File: src/rtl/audio_pkg.sv
// Shared audio types: 16-bit two's-complement samples and a packed stereo pair.
package audio_pkg;
  localparam int SAMPLE_BITS = 16;
  localparam int FRAME_BITS  = 32;

  typedef logic signed [SAMPLE_BITS-1:0] sample_t;

  // Packed so {l, r} lines up with the left-first serial frame.
  typedef struct packed {
    sample_t l;
    sample_t r;
  } stereo_t;
endpackage

File: src/rtl/bclk_gen.sv
// Free-running I2S bit clock divider; flags the clk cycle on which bclk rises or falls.
module bclk_gen #(
  parameter int HALF_DIV = 24
) (
  input  logic clk,
  input  logic reset,
  output logic bclk_o,
  output logic rise_tick_o,
  output logic fall_tick_o
);
  localparam int CW = (HALF_DIV > 1) ? $clog2(HALF_DIV) : 1;

  logic [CW-1:0] div_cnt_q, div_cnt_d;
  logic          bclk_q, bclk_d;
  logic          tick;

  assign tick = (div_cnt_q == CW'(HALF_DIV - 1));

  always_comb begin
    div_cnt_d = tick ? '0 : div_cnt_q + CW'(1);
    bclk_d    = bclk_q ^ tick;
  end

  always_ff @(posedge clk) begin
    if (reset) begin
      div_cnt_q <= '0;
      bclk_q    <= 1'b0;
    end else begin
      div_cnt_q <= div_cnt_d;
      bclk_q    <= bclk_d;
    end
  end

  assign bclk_o      = bclk_q;
  assign rise_tick_o = tick & ~bclk_q;
  assign fall_tick_o = tick &  bclk_q;
endmodule

File: src/rtl/i2s_tx.sv
// I2S master transmitter: one-deep sample holding register feeding a 32-bit frame shifter,
// with underrun/overrun pulses. All serial outputs change on bclk falling edges.
module i2s_tx
  import audio_pkg::*;
#(
  parameter int HALF_DIV = 24
) (
  input  logic        clk,
  input  logic        reset,
  input  logic        en,
  input  logic [15:0] data_l,
  input  logic [15:0] data_r,
  output logic        bclk,
  output logic        lrclk,
  output logic        sdata,
  output logic        underrun,
  output logic        overrun
);
  logic rise_tick, fall_tick;

  bclk_gen #(.HALF_DIV(HALF_DIV)) u_bclk_gen (
    .clk        (clk),
    .reset      (reset),
    .bclk_o     (bclk),
    .rise_tick_o(rise_tick),
    .fall_tick_o(fall_tick)
  );

  logic [4:0]            bit_cnt_q, bit_cnt_d;
  logic [FRAME_BITS-1:0] frame_sr_q, frame_sr_d;
  stereo_t               hold_q, hold_d;
  logic                  hold_valid_q, hold_valid_d;
  logic                  lrclk_q, lrclk_d;
  logic                  sdata_q, sdata_d;
  logic                  underrun_q, underrun_d;
  logic                  overrun_q, overrun_d;
  logic [4:0]            n, sd_idx;
  logic                  load;

  // n is the post-increment bit count; bit 32-n wraps so n==0 picks the old right LSB.
  assign n      = bit_cnt_q + 5'd1;
  assign sd_idx = 5'd0 - n;
  assign load   = fall_tick && (n == 5'd0);

  always_comb begin
    bit_cnt_d    = bit_cnt_q;
    frame_sr_d   = frame_sr_q;
    hold_d       = hold_q;
    hold_valid_d = hold_valid_q;
    lrclk_d      = lrclk_q;
    sdata_d      = sdata_q;
    underrun_d   = load & ~hold_valid_q;
    overrun_d    = en & hold_valid_q & ~load;
    if (fall_tick) begin
      bit_cnt_d = n;
      lrclk_d   = n[4];
      sdata_d   = frame_sr_q[sd_idx];
    end
    if (load) begin
      frame_sr_d   = hold_q;
      hold_valid_d = 1'b0;
    end
    // A strobe on the load cycle lands in hold after the old contents were taken.
    if (en) begin
      hold_d.l     = data_l;
      hold_d.r     = data_r;
      hold_valid_d = 1'b1;
    end
  end

  always_ff @(posedge clk) begin
    if (reset) begin
      bit_cnt_q    <= '0;
      frame_sr_q   <= '0;
      hold_q       <= '0;
      hold_valid_q <= 1'b0;
      lrclk_q      <= 1'b0;
      sdata_q      <= 1'b0;
      underrun_q   <= 1'b0;
      overrun_q    <= 1'b0;
    end else begin
      bit_cnt_q    <= bit_cnt_d;
      frame_sr_q   <= frame_sr_d;
      hold_q       <= hold_d;
      hold_valid_q <= hold_valid_d;
      lrclk_q      <= lrclk_d;
      sdata_q      <= sdata_d;
      underrun_q   <= underrun_d;
      overrun_q    <= overrun_d;
    end
  end

  assign lrclk    = lrclk_q;
  assign sdata    = sdata_q;
  assign underrun = underrun_q;
  assign overrun  = overrun_q;

  a_edges_exclusive: assert property (@(posedge clk) disable iff (reset) !(rise_tick && fall_tick));
endmodule

File: config.mk
export PLATFORM = sky130hd
export DESIGN_NAME = i2s_tx
export DESIGN_NICKNAME = d
export VERILOG_FILES = /design/src/rtl/audio_pkg.sv /design/src/rtl/bclk_gen.sv /design/src/rtl/i2s_tx.sv
export SDC_FILE = /design/constraint.sdc
export NUM_CORES = 1
export LEC_CHECK = 0
export CORE_MARGIN = 1.5
export CORE_UTILIZATION = 40
export CTS_BUF_LIST = sky130_fd_sc_hd__clkbuf_4 sky130_fd_sc_hd__clkbuf_8
export DETAILED_ROUTE_END_ITERATION = 16
export PLACE_DENSITY_LB_ADDON = 0.25
export RECOVER_POWER = 50
export SLEW_MARGIN = 10
export SYNTH_ARGS = -nofsm -noshare
export SYNTH_HDL_FRONTEND = slang
export SYNTH_SLANG_ARGS = --single-unit
File: constraint.sdc
create_clock -name clk -period 2.87 [get_ports clk]
set_clock_uncertainty 0.05 [all_clocks]
set_input_delay 0.574 -clock clk [delete_from_list [all_inputs] [get_ports clk]]
set_output_delay 0.574 -clock clk [all_outputs]
set_load 0.02 [all_outputs]
==> metrics.md <==
| Metric | Value |
|---|---|
| Status | finished, final reports clean |
| Crit-path leading delay family | multiplexers |
| Routability cong. | 0.7383 |
| Slowest CP cell | ha_1 |
| H-tree depth | 3 |
| Peak supply drop | 0.0002799 V |
| Worst min-delay path category | flip-flop to flip-flop |
| Final HPWL DP | 3936 µm |
| Setup ws final | approximately 450 ps |
| Unique masters post-synth | 40 |
| HP Start | hold_valid_q |
| Hold EP | underrun |
| LEAKAGE | 1.486 nW |
| CP Max Fanout | 14 |
| Clock root buffer | clkbuf_8 |
| WS Path Type | flip-flop to flip-flop |
| Endpoints failing hold | 0 |
| Clock power frac | 0.379 |
| P&R area growth vs syn | 19.62% |
| CTS tree | built |
| Yosys top cell area share | 0.4911 |
| Max frequency | 0.4132 GHz |
| Post-synthesis sequential area ratio | 0.4911 |
| Initial Util | 0.4146 |
| Row Count | 32 |
| Post-synthesis cell area | approximately 3200 µm² |
| Seq cells post-synth | 79 |
| Antenna diodes | 0 |
| Net Sw Power | 0.0004347 W |
| Final Max Slew Viols | 0 |
| Synth area leader | dfxtp_1 |
| Clock Path Buffers | 2 |
| Gr usage total | 0.1517 |
| Antenna-violating nets left | 0 |
| Total design power | 0.002047 W |
| Least-Margin Pin Slew | 1166 ps |
| Synth Warn # | 0 |
| Final Cycle Share | 0.8432 |
| Crit-path cells | ha_1 > mux4_1 > mux2_2 > o211ai_1 > o311a_1 > a211oi_2 |
| Ports | 40 |
| # Post-CTS Setup Buffers | 0 |
| Asr flop ratio synth | 0 |
| Total CTS buffers | 9 |
| Most common cell after layout, fill and taps aside | dfxtp_1 |
| Hold bufs inserted after CTS | 0 |
| Reg-to-reg startpoint | bit_cnt_q[1] |
| Pwr Density | 531.4 nW/µm² |
| Fin crit period | 2420 ps |
| Global-route wire length before repair | a little over 10000 µm |
| Number of enable flip-flop cells after synthesis | 0 |
| Initial antenna violation count | 0 |
| Crit path buffers/inverters | 0 |
| Reg2reg setup slack | roughly 450 ps |
| Most frequent cells in the layout | 79 x dfxtp_1, 70 x nand2_1, 42 x nor2_1 |
| Combinational share of power | 0.062 |
| Pint | around 0.0016 W |
| Clk_lat worst skew | between 300 and 400 ps |
| Layout Nets | 414 |
| Pre-CTS setup slack | 450.9 ps |
| Iteration-0 DRC Markers | 107 |
| Max cap viols | 0 |
| Net Sw Frac | 0.2123 |
| Total negative setup slack | 0 ps |
| Startpoint types | flip-flop |
| Vias in the first global route | 2312 |
| Synth area leaders | dfxtp_1 49%, mux2i_1 11%, nand2_1 8.2% |
| CP endpoint kind | flip-flop |
| DRT Pass-1 Iters | 4 |
| Die ar. | 8599 µm² |
| Area after DPL | 3679 µm² |
| Min Hold Slack | 397.6 ps |
| Post-Syn Nets | 379 |
| CP required | 3010 ps |
| Vias per cell | 4.927 |
| Layout cell share with drive strength beyond 1 | 0.07652 |
| Worst endpoint data arrival time | 2560 ps |
| Core area | 7767 µm² |
| Clock sink total | 79 |
| Hold Path Cell Cnt | 1 |
| Largest net degree at the start of global routing | 35 |
| RR Endpoint | sdata |
| Overall die height | 92.73 µm |
| Cells after Synth | 340 |
| Avg Cell Area, Syn | 9.472 µm² |
| Non-Filler Cell Area, Final | 3852 µm² |
| Reg power frac | 0.559 |
| WL final | 5783 µm |
| Drt drc | 0 |
| Setup-failing EPs final | 0 |
| RSZ-0062 raised after global routing | no |
| Port bufs | 39 |
| Chip width | 92.73 µm |
| Slew Limit Headroom | 0.2230 |
| Clock edge transition at the registers on the reported setup and hold paths | 70 ps |
| Total number of vias | 2370 |
| Primary FF master, synth | dfxtp_1 |
| WL per Instance | 12.02 µm |
| GR Overflow Total | 0 |
| Delay of the slowest critical-path stage | between 600 and 700 ps |
| FF-to-FF path depth | 6 |
| Post_cts resized | 0 |
==> power by group through the flow <==
stage	Sequential [W]	Combinational [W]	Clock, W
5_1_grt	0.00115	0.000141	0.000850
2_1_floorplan	0.00117	0.0000714	0
3_5_place_dp	0.00117	0.000130	0
6_report	0.00114	0.000126	0.000776
4_1_cts	0.00114	0.000131	0.000810
3_3_place_gp	0.00117	0.000127	0
==> registers in the layout, indices dropped and copies added, names as in the netlist <==
signal	cells
sdata	1
bit_cnt_q	5
u_bclk_gen.bclk_o	1
frame_sr_q	32
hold_valid_q	1
hold_q	32
underrun	1
overrun	1
u_bclk_gen.div_cnt_q	5
==> layer usage <==
| metal | GRT usage | wire length [µm] | share of wire | vias to the layer above |
|---|---|---|---|---|
| met2 | 0.2433 | 2570 | 0.44 | 42 |
| met5 | 0 | 0 | 0 | - |
| met1 | 0.1875 | 2828 | 0.49 | 1093 |
| met3 | 0.03530 | 240 | 0.042 | 13 |
| li1 | - | - | - | 1222 |
| met4 | 0.08333 | 144 | 0.025 | 0 |
==> synthesized netlist by cell type (all sizes together) (3+ instances only) <==
master  instances
ha              4
mux2i          35
clkbuf         17
a21oi          34
dfxtp          79
nor3b           4
buf             8
nand3           3
nand2          70
nand2b          3
xor2            6
nor2           42
nand4           3
nor3            3
mux4            6
==> kinds of logic after synthesis <==
kind of cell,synth area share
buf+inv,0.04390
compound gates,0.08042
mux,0.1636
simple gates,0.1838
fa+ha+maj,0.01554
xor+xnor,0.02176
flops,0.4911
==> area by class of cell <==
| type | count | area (µm²) |
|---|---|---|
| fillers | 761 | 3915 |
| flip-flops and latches | 79 | 1582 |
| multi-input cells | 235 | 1498 |
| repair buffers | 49 | 454.2 |
| clock buffers | 15 | 187.7 |
| well taps | 102 | 127.6 |
| inverters | 1 | 3.754 |
==> worst max-delay path by stage <==
stage                             from        endpoint  cells after the start
3_3_place_gp              bit_cnt_q[1]           sdata                      6
4_1_cts                   bit_cnt_q[1]           sdata                      7
5_1_grt                   bit_cnt_q[1]           sdata                      7
2_1_floorplan  u_bclk_gen.div_cnt_q[0]  frame_sr_q[10]                     10
6_report                  bit_cnt_q[1]           sdata                      6
3_5_place_dp              bit_cnt_q[1]           sdata                      7
==> stage by stage <==
| step | util | cells |
|---|---|---|
| after floorplan | - | 340 |
| after global placement | 0.4736 | 466 |
| after detailed placement | 0.4736 | 466 |
| after CTS | 0.4977 | 481 |
| after global routing | 0.4960 | 481 |
| final | 0.4960 | 481 |
Power figures use the tool's default switching activity.
